File: src/rtl/sub_serial_ctrl.sv
// Bit-serial unsigned subtractor with valid/ready handshakes on both sides.
// One full-subtractor cell per cycle, LSB first; result held until consumed.
module sub_serial_ctrl #(
    parameter int unsigned WIDTH = 8
) (
    input  logic             clk,
    input  logic             rst,
    input  logic             in_valid,
    output logic             in_ready,
    input  logic [WIDTH-1:0] a,
    input  logic [WIDTH-1:0] b,
    output logic             out_valid,
    input  logic             out_ready,
    output logic [WIDTH-1:0] diff,
    output logic             bout,
    output logic             ovf,
    output logic             zero,
    output logic             busy
);

    localparam int unsigned CW = (WIDTH > 2) ? $clog2(WIDTH) : 1;

    typedef enum logic [1:0] {IDLE, RUN, HOLD} state_t;

    state_t           state_q, state_d;
    logic [WIDTH-1:0] a_q, a_d, b_q, b_d, res_q, res_d;
    logic [CW-1:0]    cnt_q, cnt_d;
    logic             borrow_q, borrow_d;
    logic             ovf_q, ovf_d;
    logic             zero_q, zero_d;
    logic             x, y, d, bnext, last_bit;

    assign last_bit = (cnt_q == CW'(WIDTH - 1));

    always_ff @(posedge clk) begin
        if (rst) begin
            state_q <= IDLE;
        end else begin
            state_q <= state_d;
        end
    end

    always_comb begin
        state_d = state_q;
        case (state_q)
            IDLE:    if (in_valid) state_d = RUN;
            RUN:     if (last_bit) state_d = HOLD;
            HOLD:    if (out_ready) state_d = IDLE;
            default: state_d = IDLE;
        endcase
    end

    // Handshake outputs decode the state only, never the live inputs.
    always_comb begin
        in_ready  = 1'b0;
        out_valid = 1'b0;
        busy      = 1'b0;
        case (state_q)
            IDLE:    in_ready  = 1'b1;
            RUN:     busy      = 1'b1;
            HOLD:    out_valid = 1'b1;
            default: ;
        endcase
    end

    assign x     = a_q[0];
    assign y     = b_q[0];
    assign d     = x ^ y ^ borrow_q;
    assign bnext = (~x & y) | (~(x ^ y) & borrow_q);

    always_comb begin
        a_d      = a_q;
        b_d      = b_q;
        res_d    = res_q;
        cnt_d    = cnt_q;
        borrow_d = borrow_q;
        ovf_d    = ovf_q;
        zero_d   = zero_q;
        if (state_q == IDLE && in_valid) begin
            a_d      = a;
            b_d      = b;
            res_d    = '0;
            cnt_d    = '0;
            borrow_d = 1'b0;
            ovf_d    = 1'b0;
            zero_d   = 1'b0;
        end else if (state_q == RUN) begin
            a_d      = a_q >> 1;
            b_d      = b_q >> 1;
            res_d    = {d, res_q[WIDTH-1:1]};
            cnt_d    = cnt_q + CW'(1);
            borrow_d = bnext;
            // Overflow is borrow-in vs borrow-out of the sign bit; zero uses the completed word.
            if (last_bit) begin
                ovf_d  = borrow_q ^ bnext;
                zero_d = (res_d == '0);
            end
        end
    end

    always_ff @(posedge clk) begin
        if (rst) begin
            a_q      <= '0;
            b_q      <= '0;
            res_q    <= '0;
            cnt_q    <= '0;
            borrow_q <= 1'b0;
            ovf_q    <= 1'b0;
            zero_q   <= 1'b0;
        end else begin
            a_q      <= a_d;
            b_q      <= b_d;
            res_q    <= res_d;
            cnt_q    <= cnt_d;
            borrow_q <= borrow_d;
            ovf_q    <= ovf_d;
            zero_q   <= zero_d;
        end
    end

    assign diff = res_q;
    assign bout = borrow_q;
    assign ovf  = ovf_q;
    assign zero = zero_q;

endmodule

File: config.mk
export PLATFORM = sky130hd
export DESIGN_NAME = sub_serial_ctrl
export DESIGN_NICKNAME = d
export VERILOG_FILES = /design/src/rtl/sub_serial_ctrl.sv
export SDC_FILE = /design/constraint.sdc
export NUM_CORES = 1
export LEC_CHECK = 0
export CAP_MARGIN = 30
export CORE_UTILIZATION = 30
export CTS_CLUSTER_DIAMETER = 50
export CTS_CLUSTER_SIZE = 8
export DETAILED_ROUTE_END_ITERATION = 7
export GPL_TIMING_DRIVEN = 0
export HOLD_SLACK_MARGIN = 0.08
export PLACE_DENSITY = 0.54
export SYNTH_ARGS = -nofsm -noshare
export SYNTH_HDL_FRONTEND = slang
export SYNTH_SLANG_ARGS = --single-unit
export TNS_END_PERCENT = 100
File: constraint.sdc
create_clock -name clk -period 1.7 [get_ports clk]
set_input_delay 0.34 -clock clk [delete_from_list [all_inputs] [get_ports clk]]
set_output_delay 0.34 -clock clk [all_outputs]
set_load 0.03 [all_outputs]
==> metrics, run 1 <==
status finished, final reports clean; Syn Nets 195; Die Ht 70.3 um; Post-synth top cells nand2_1, dfxtp_1, a21oi_1; flop2flop setup slack 0.24 ns; routed wire length 3050 um; post-synthesis mux area share 0%; Hold Path Depth 2; pre-CTS setup slack -0.451 ns; number of fillers in the final layout 478; Leakage 0.806 nW; Final Setup Violations 0; Setup Skew 0.00562 ns; clock-pin slew on the worst setup and hold paths 0.06 ns; Cells after Synth 172; layout cells sized above 1 11.9%; area leader, netlist dfxtp_1; GRT overflow 0; Area growth syn-to-layout 34.7%; Crit. End Element output pin; WL per Instance 11.7 um; Post-synth EDFFs 0; Compound-Gate Fraction of Synth Area 20.9%; Worst Hold End b_q[1]; worst r2r dst cnt_q[1]; drt first pass iters 4; diode count 0; unique cell type count in the Yosys netlist 29; initial core utilization 31.7%; Post-CTS Setup Inserts 0; Power Density 859 nW/um^2; Final Hold Fails 0; Synth area leaders dfxtp_1, a21oi_1, nand2_1; vias in the first global route 1157; CTS tree built; largest net degree at the start of global routing 19; design area 1890 sq um; global-route usage over all layers 13.6%; Clock Tree Root clkbuf_8; Seq/Total Area, Yosys 45.7%; Main synth FF type dfxtp_1; count of final max-slew check failures 0; I/O pins 34; Adder-Cell Fraction of Synth Area 3.21%; clk_lat worst skew 0.28 ns; RSZ-0062 raised after global routing yes; HP Class reg -> reg; final net count 233; Max FO, Critical Path 10; Non-Filler Instances 262; worst ir drop on vdd 0.323 mV; HP Start b_q[2]; Final period util 96.7%; CTS Buf Count 5; H-tree levels 2; DRT iter0 DRCs 75; #FFs+latches synth 32; Worst-Margin Slew 0.469 ns; Avg Inst Size Synth 8.15 sq um; CTS Sinks 32; initial antenna violation count 0; placed cell area 1790 sq um; required time of the critical path 1.36 ns; fmax 608 MHz; Core Box Area 4410 sq um; Die X 70.3 um; PnR worst setup slack 0.0561 ns; Async SR Flop Fraction 0%; Simple-Gate Fraction of Synth Area 22.5%; fin crit period 1.64 ns; first-pass GRT wire length 5260 um; HPWL after DPL 2110 um; Max-Cap Viols 0; vias per cell 4.80; Post-Synth XOR/XNOR Area 1.25%; Reg2Reg Depth 6; via count 1257; main combinational cell family by area after synthesis simple AND/OR/NAND/NOR gates; crit path launch type flop; placed cells 256; Clock Tree Buf Depth 2; die area 4950 sq um; fin util 42.8%; count leader, synth nand2_1; Final GP Congestion 0.699; DRC violations left 0; top cell type's share of synthesized area 45.7%; # rows 24; crit path DAT 1.30 ns; Multi-input gate area 671 sq um; Yosys warnings 0; Worst R2R Start state_q[0]; Final ANT Viol Nets 0; critical path class reg -> out; synthesized area 1400 sq um; WHS 0.452 ns; sequential cell area 641 sq um; max_slew headroom 68.7%; Port Buffers 32
-- final cells by class --
class / instances / share of cell area (%)
inverters: 4 / 1.19
plain buffers: 12 / 3.98
multi-input cells: 123 / 35.5
clock inverters: 1 / 0.265
well taps: 52 / 3.45
flip-flops and latches: 32 / 33.9
repair buffers: 32 / 17.8
clock buffers: 6 / 3.84
-- routing by layer --
layer	track usage, %	part of all wire [%]
met5	0	0
met4	5.33	1.3
met1	17.8	49
met2	19.9	43
met3	5.34	5.7
-- power by group --
group	total, mW	internal [mW]	switching [mW]
Sequential	0.814	0.791	0.0228
Combinational	0.269	0.126	0.143
Clock	0.539	0.278	0.261
Total	1.62	1.20	0.427
-- metrics by stage --
| stage | power, mW | setup TNS, ns |
|---|---|---|
| after floorplan | 1.00 | 0 |
| after global placement | 1.10 | -7.75 |
| after detailed placement | 1.10 | -6.91 |
| after CTS | 1.65 | 0 |
| after global routing | 1.73 | -0.0431 |
| final | 1.62 | 0 |
-- logic make-up after synthesis --
kind of cell               Yosys count
buffers and inverters               17
adders and majority gates            3
DFF                                 32
xor gates and xnor gates             2
AOI/OAI and AO/OA                   47
and+or+nand+nor                     71
-- critical path, cell delays in order, from the launching register on --
cell,delay [ns]
dfxtp_1,0.33
clkbuf_4,0.20
nor2b_1,0.18
clkdlybuf4s15_2,0.32
-- cells in the final DEF (no fill, tap or decap), types with 2 or more instances in the layout --
cell	netlist	layout
nand3_1	3	3
nor3_1	2	2
clkbuf_4	0	2
dlygate4sd2_1	0	3
nand2b_1	3	3
buf_2	6	3
dlymetal6s2s_1	0	7
o221a_2	2	2
a21oi_1	31	31
nor4_1	2	2
inv_1	3	3
buf_6	1	2
clkdlybuf4s50_1	0	20
nand2_1	35	35
clkbuf_1	2	3
nor2_1	20	20
buf_4	3	3
xnor2_1	2	2
dfxtp_1	32	32
a211oi_1	11	11
ha_1	2	2
clkbuf_8	0	5
-- how the worst max path moves through the flow --
stage,startpoint,to,slack (ns),cells after the start
6_report,state_q[1],out_valid,0.06,3
5_1_grt,state_q[0],busy,-0.04,5
4_1_cts,diff[4],diff[4],0.004,1
3_5_place_dp,state_q[0],busy,-0.45,6
3_3_place_gp,state_q[0],busy,-0.47,6
2_1_floorplan,bout,zero,0.16,5
-- state kept, by name, indices dropped and copies added, names as in the netlist --
name / flops
a_q: 8
b_q: 8
bout: 1
cnt_q: 3
diff: 8
ovf: 1
state_q: 2
zero: 1
-- what timing repair did --
action | 4_1_cts | 5_1_grt
hold buffers | 0 | 0
gates resized for setup | 15 | 10
endpoints found under the setup margin | 12 | 9
No activity file was read; power rests on OpenSTA's default activity.
==> run 2, diff against run 1 <==
--- a/config.mk
+++ b/config.mk
@@ -7,3 +7,2 @@
 export LEC_CHECK = 0
-export CAP_MARGIN = 30
 export CORE_UTILIZATION = 30
==> constraint.sdc (replaced) <==
create_clock -name clk -period 1.7 [get_ports clk]
set_input_delay 0.425 -clock clk [delete_from_list [all_inputs] [get_ports clk]]
set_output_delay 0.425 -clock clk [all_outputs]
set_load 0.03 [all_outputs]
==> run 2 against run 1 <==
Compared with the run above:
- hold slack better by 0.00063 ns
- non-clock buffer count is 8 higher
- sequential cell count stayed put
- sequential power hardly changed
- critical path depth stayed put
- combinational power is 9.7% higher
- via count is 3.0% higher
- clock skew is 0.0011 ns lower
- critical path type unchanged
- critical endpoint unchanged
- highest routed layer unchanged
==> metrics, run 2 (synthesis results as in run 1) <==
Sw Share 26.1% (-0.21 points); flop2flop setup slack 0.23 ns (about the same); Clock Power Share 32.6% (-0.6 points); CTS tree built; RSZ-0062 raised after global routing no; Core Box Area 4410 sq um (unchanged); clock-pin slew on the worst setup and hold paths 0.06 ns (about the same); Reg power frac 49.5% (-0.7 points); placed cells 256 (unchanged); routed wire length 3080 um (+0.88%); Switching Power 0.429 mW (+0.58%); fin crit period 1.63 ns (-0.0187 ns); CP Launch Point state_q[1]; commonest non-fill, non-tap cell in the layout nand2_1; I/O pins 34 (unchanged); via count 1295 (+3.0%); largest net degree at the start of global routing 19 (unchanged); diode count 0 (unchanged); layout cells sized above 1 15.6% (+3.7 points); count of final max-slew check failures 0 (unchanged); Die Ht 70.3 um (unchanged); Non-Filler Instances 270 (+3.1%); vias in the first global route 1158 (+0.086%); Area growth syn-to-layout 37.1%; vias per cell 4.80 (about the same); H-tree levels 2 (unchanged); hold_buf cts 0 (unchanged); worst ir drop on vdd 0.323 mV (-0.15%); crit path DAT 1.20 ns (-0.10 ns); status finished, final reports clean; die area 4950 sq um (unchanged); Port Buffers 32 (unchanged); Worst-Margin Slew 0.468 ns (-0.00142 ns); DRT iter0 DRCs 94 (+25%); Pint 1.22 mW (+1.7%); Reg2Reg Depth 7 (+1); CP Cell Sequence clkbuf_4, nor2b_1, buf_2; Clock Tree Buf Depth 2 (unchanged); crit path launch type flop; worst r2r dst cnt_q[1]; clk_lat worst skew 0.28 ns (about the same); Die X 70.3 um (unchanged); # rows 24 (unchanged); Worst R2R Start state_q[0]; HP Start b_q[2]; fmax 615 MHz (+1.2%); HPWL after DPL 2110 um (unchanged); Clock Tree Root clkbuf_8; CTS Buf Count 5 (unchanged); drt first pass iters 4 (unchanged); most frequent cells in the layout nand2_1, dfxtp_1, a21oi_1; PnR worst setup slack 0.0749 ns (+0.0187 ns); max_slew headroom 68.8% (+0.094 points); crit-path max cell delay 0.33 ns (about the same); initial antenna violation count 0 (unchanged); Worst Hold End b_q[1]; critical path class reg -> out; pre-CTS setup slack -0.536 ns (-0.0850 ns); Crit. End Element output pin; global-route usage over all layers 13.6% (unchanged); CTS Sinks 32 (unchanged); combinational power share 17.9% (+1.3 points); delay-heaviest family, CP buffers and inverters; CP max stage cell dfxtp_1; Max FO, Critical Path 10 (unchanged); total power draw 1.64 mW (+1.4%); WHS 0.453 ns (+0.000627 ns); DRC violations left 0 (unchanged); Bufs and invs on worst path 2 (unchanged); initial core utilization 31.7% (unchanged); Hold Path Depth 2 (unchanged); first-pass GRT wire length 5260 um (unchanged); Final period util 95.6% (-1.1 points); Final ANT Viol Nets 0 (unchanged); Final Setup Violations 0 (unchanged); Power Density 856 nW/um^2 (-0.34%); HP Class reg -> reg; GRT overflow 0 (unchanged); WL per Instance 11.4 um (-2.1%); Max-Cap Viols 0 (unchanged); Setup Skew 0.00454 ns (-0.00107 ns); Final Hold Fails 0 (unchanged); required time of the critical path 1.27 ns (-0.09 ns); Leakage 0.769 nW (-4.7%); Final GP Congestion 0.699 (unchanged); final net count 241 (+3.4%)
[run 2: how the worst max path moves through the flow]
stage	slack (ns)	endpoint	cells past startpoint
2_1_floorplan	0.16	zero	5
3_3_place_gp	-0.55	busy	6
4_1_cts	0.008	in_ready	3
5_1_grt	0.01	busy	5
6_report	0.07	out_valid	3
3_5_place_dp	-0.54	busy	6
[run 2: tightest hold or removal path, cell delays in order, from the launching register on]
cell and delay [ns]:
dfxtp_1 0.31, nand2_1 0.05, a211oi_1 0.05
[run 2: power by group through the flow]
stage / registers, mW / clock network [mW] / logic (mW)
3_5_place_dp: 0.831 / 0 / 0.272
5_1_grt: 0.820 / 0.606 / 0.327
6_report: 0.815 / 0.536 / 0.295
4_1_cts: 0.815 / 0.565 / 0.276
3_3_place_gp: 0.831 / 0 / 0.273
2_1_floorplan: 0.832 / 0 / 0.172
[run 2: area by class of cell]
class                      count  area, sq um
multi-input combinational    123          671
tap                           52         65.1
sequential                    32          641
timing repair buffer          40          357
clock buffer                   6         72.6
clock inverter                 1         5.00
fill                         482         2490
inverter                       4         27.5
buffer                        12         82.6
[run 2: per-stage QoR]
| stage | cell area, sq um | TNS, ns | utilization (%) |
|---|---|---|---|
| after floorplan | 1400 | 0 | - |
| after global placement | 1790 | -10.39 | 40.5 |
| after detailed placement | 1790 | -9.55 | 40.5 |
| after CTS | 1860 | 0 | 42.1 |
| after global routing | 1920 | 0 | 43.5 |
| final | 1920 | 0 | 43.5 |
[run 2: timing repair]
item	CTS	global route
endpoints found under the setup margin	34	3
setup buffers	0	8
resized for setup	31	4
[run 2: per-layer routing]
layer  vias up  share of wire (%)  wire, um  track usage (%)
met1       582                 49      1520             17.7
met2        35                 44      1360             19.9
met5         -                  0         0                0
li1        673                  -         -                -
met3         5                5.3       164             5.48
met4         0                1.3        41             5.33
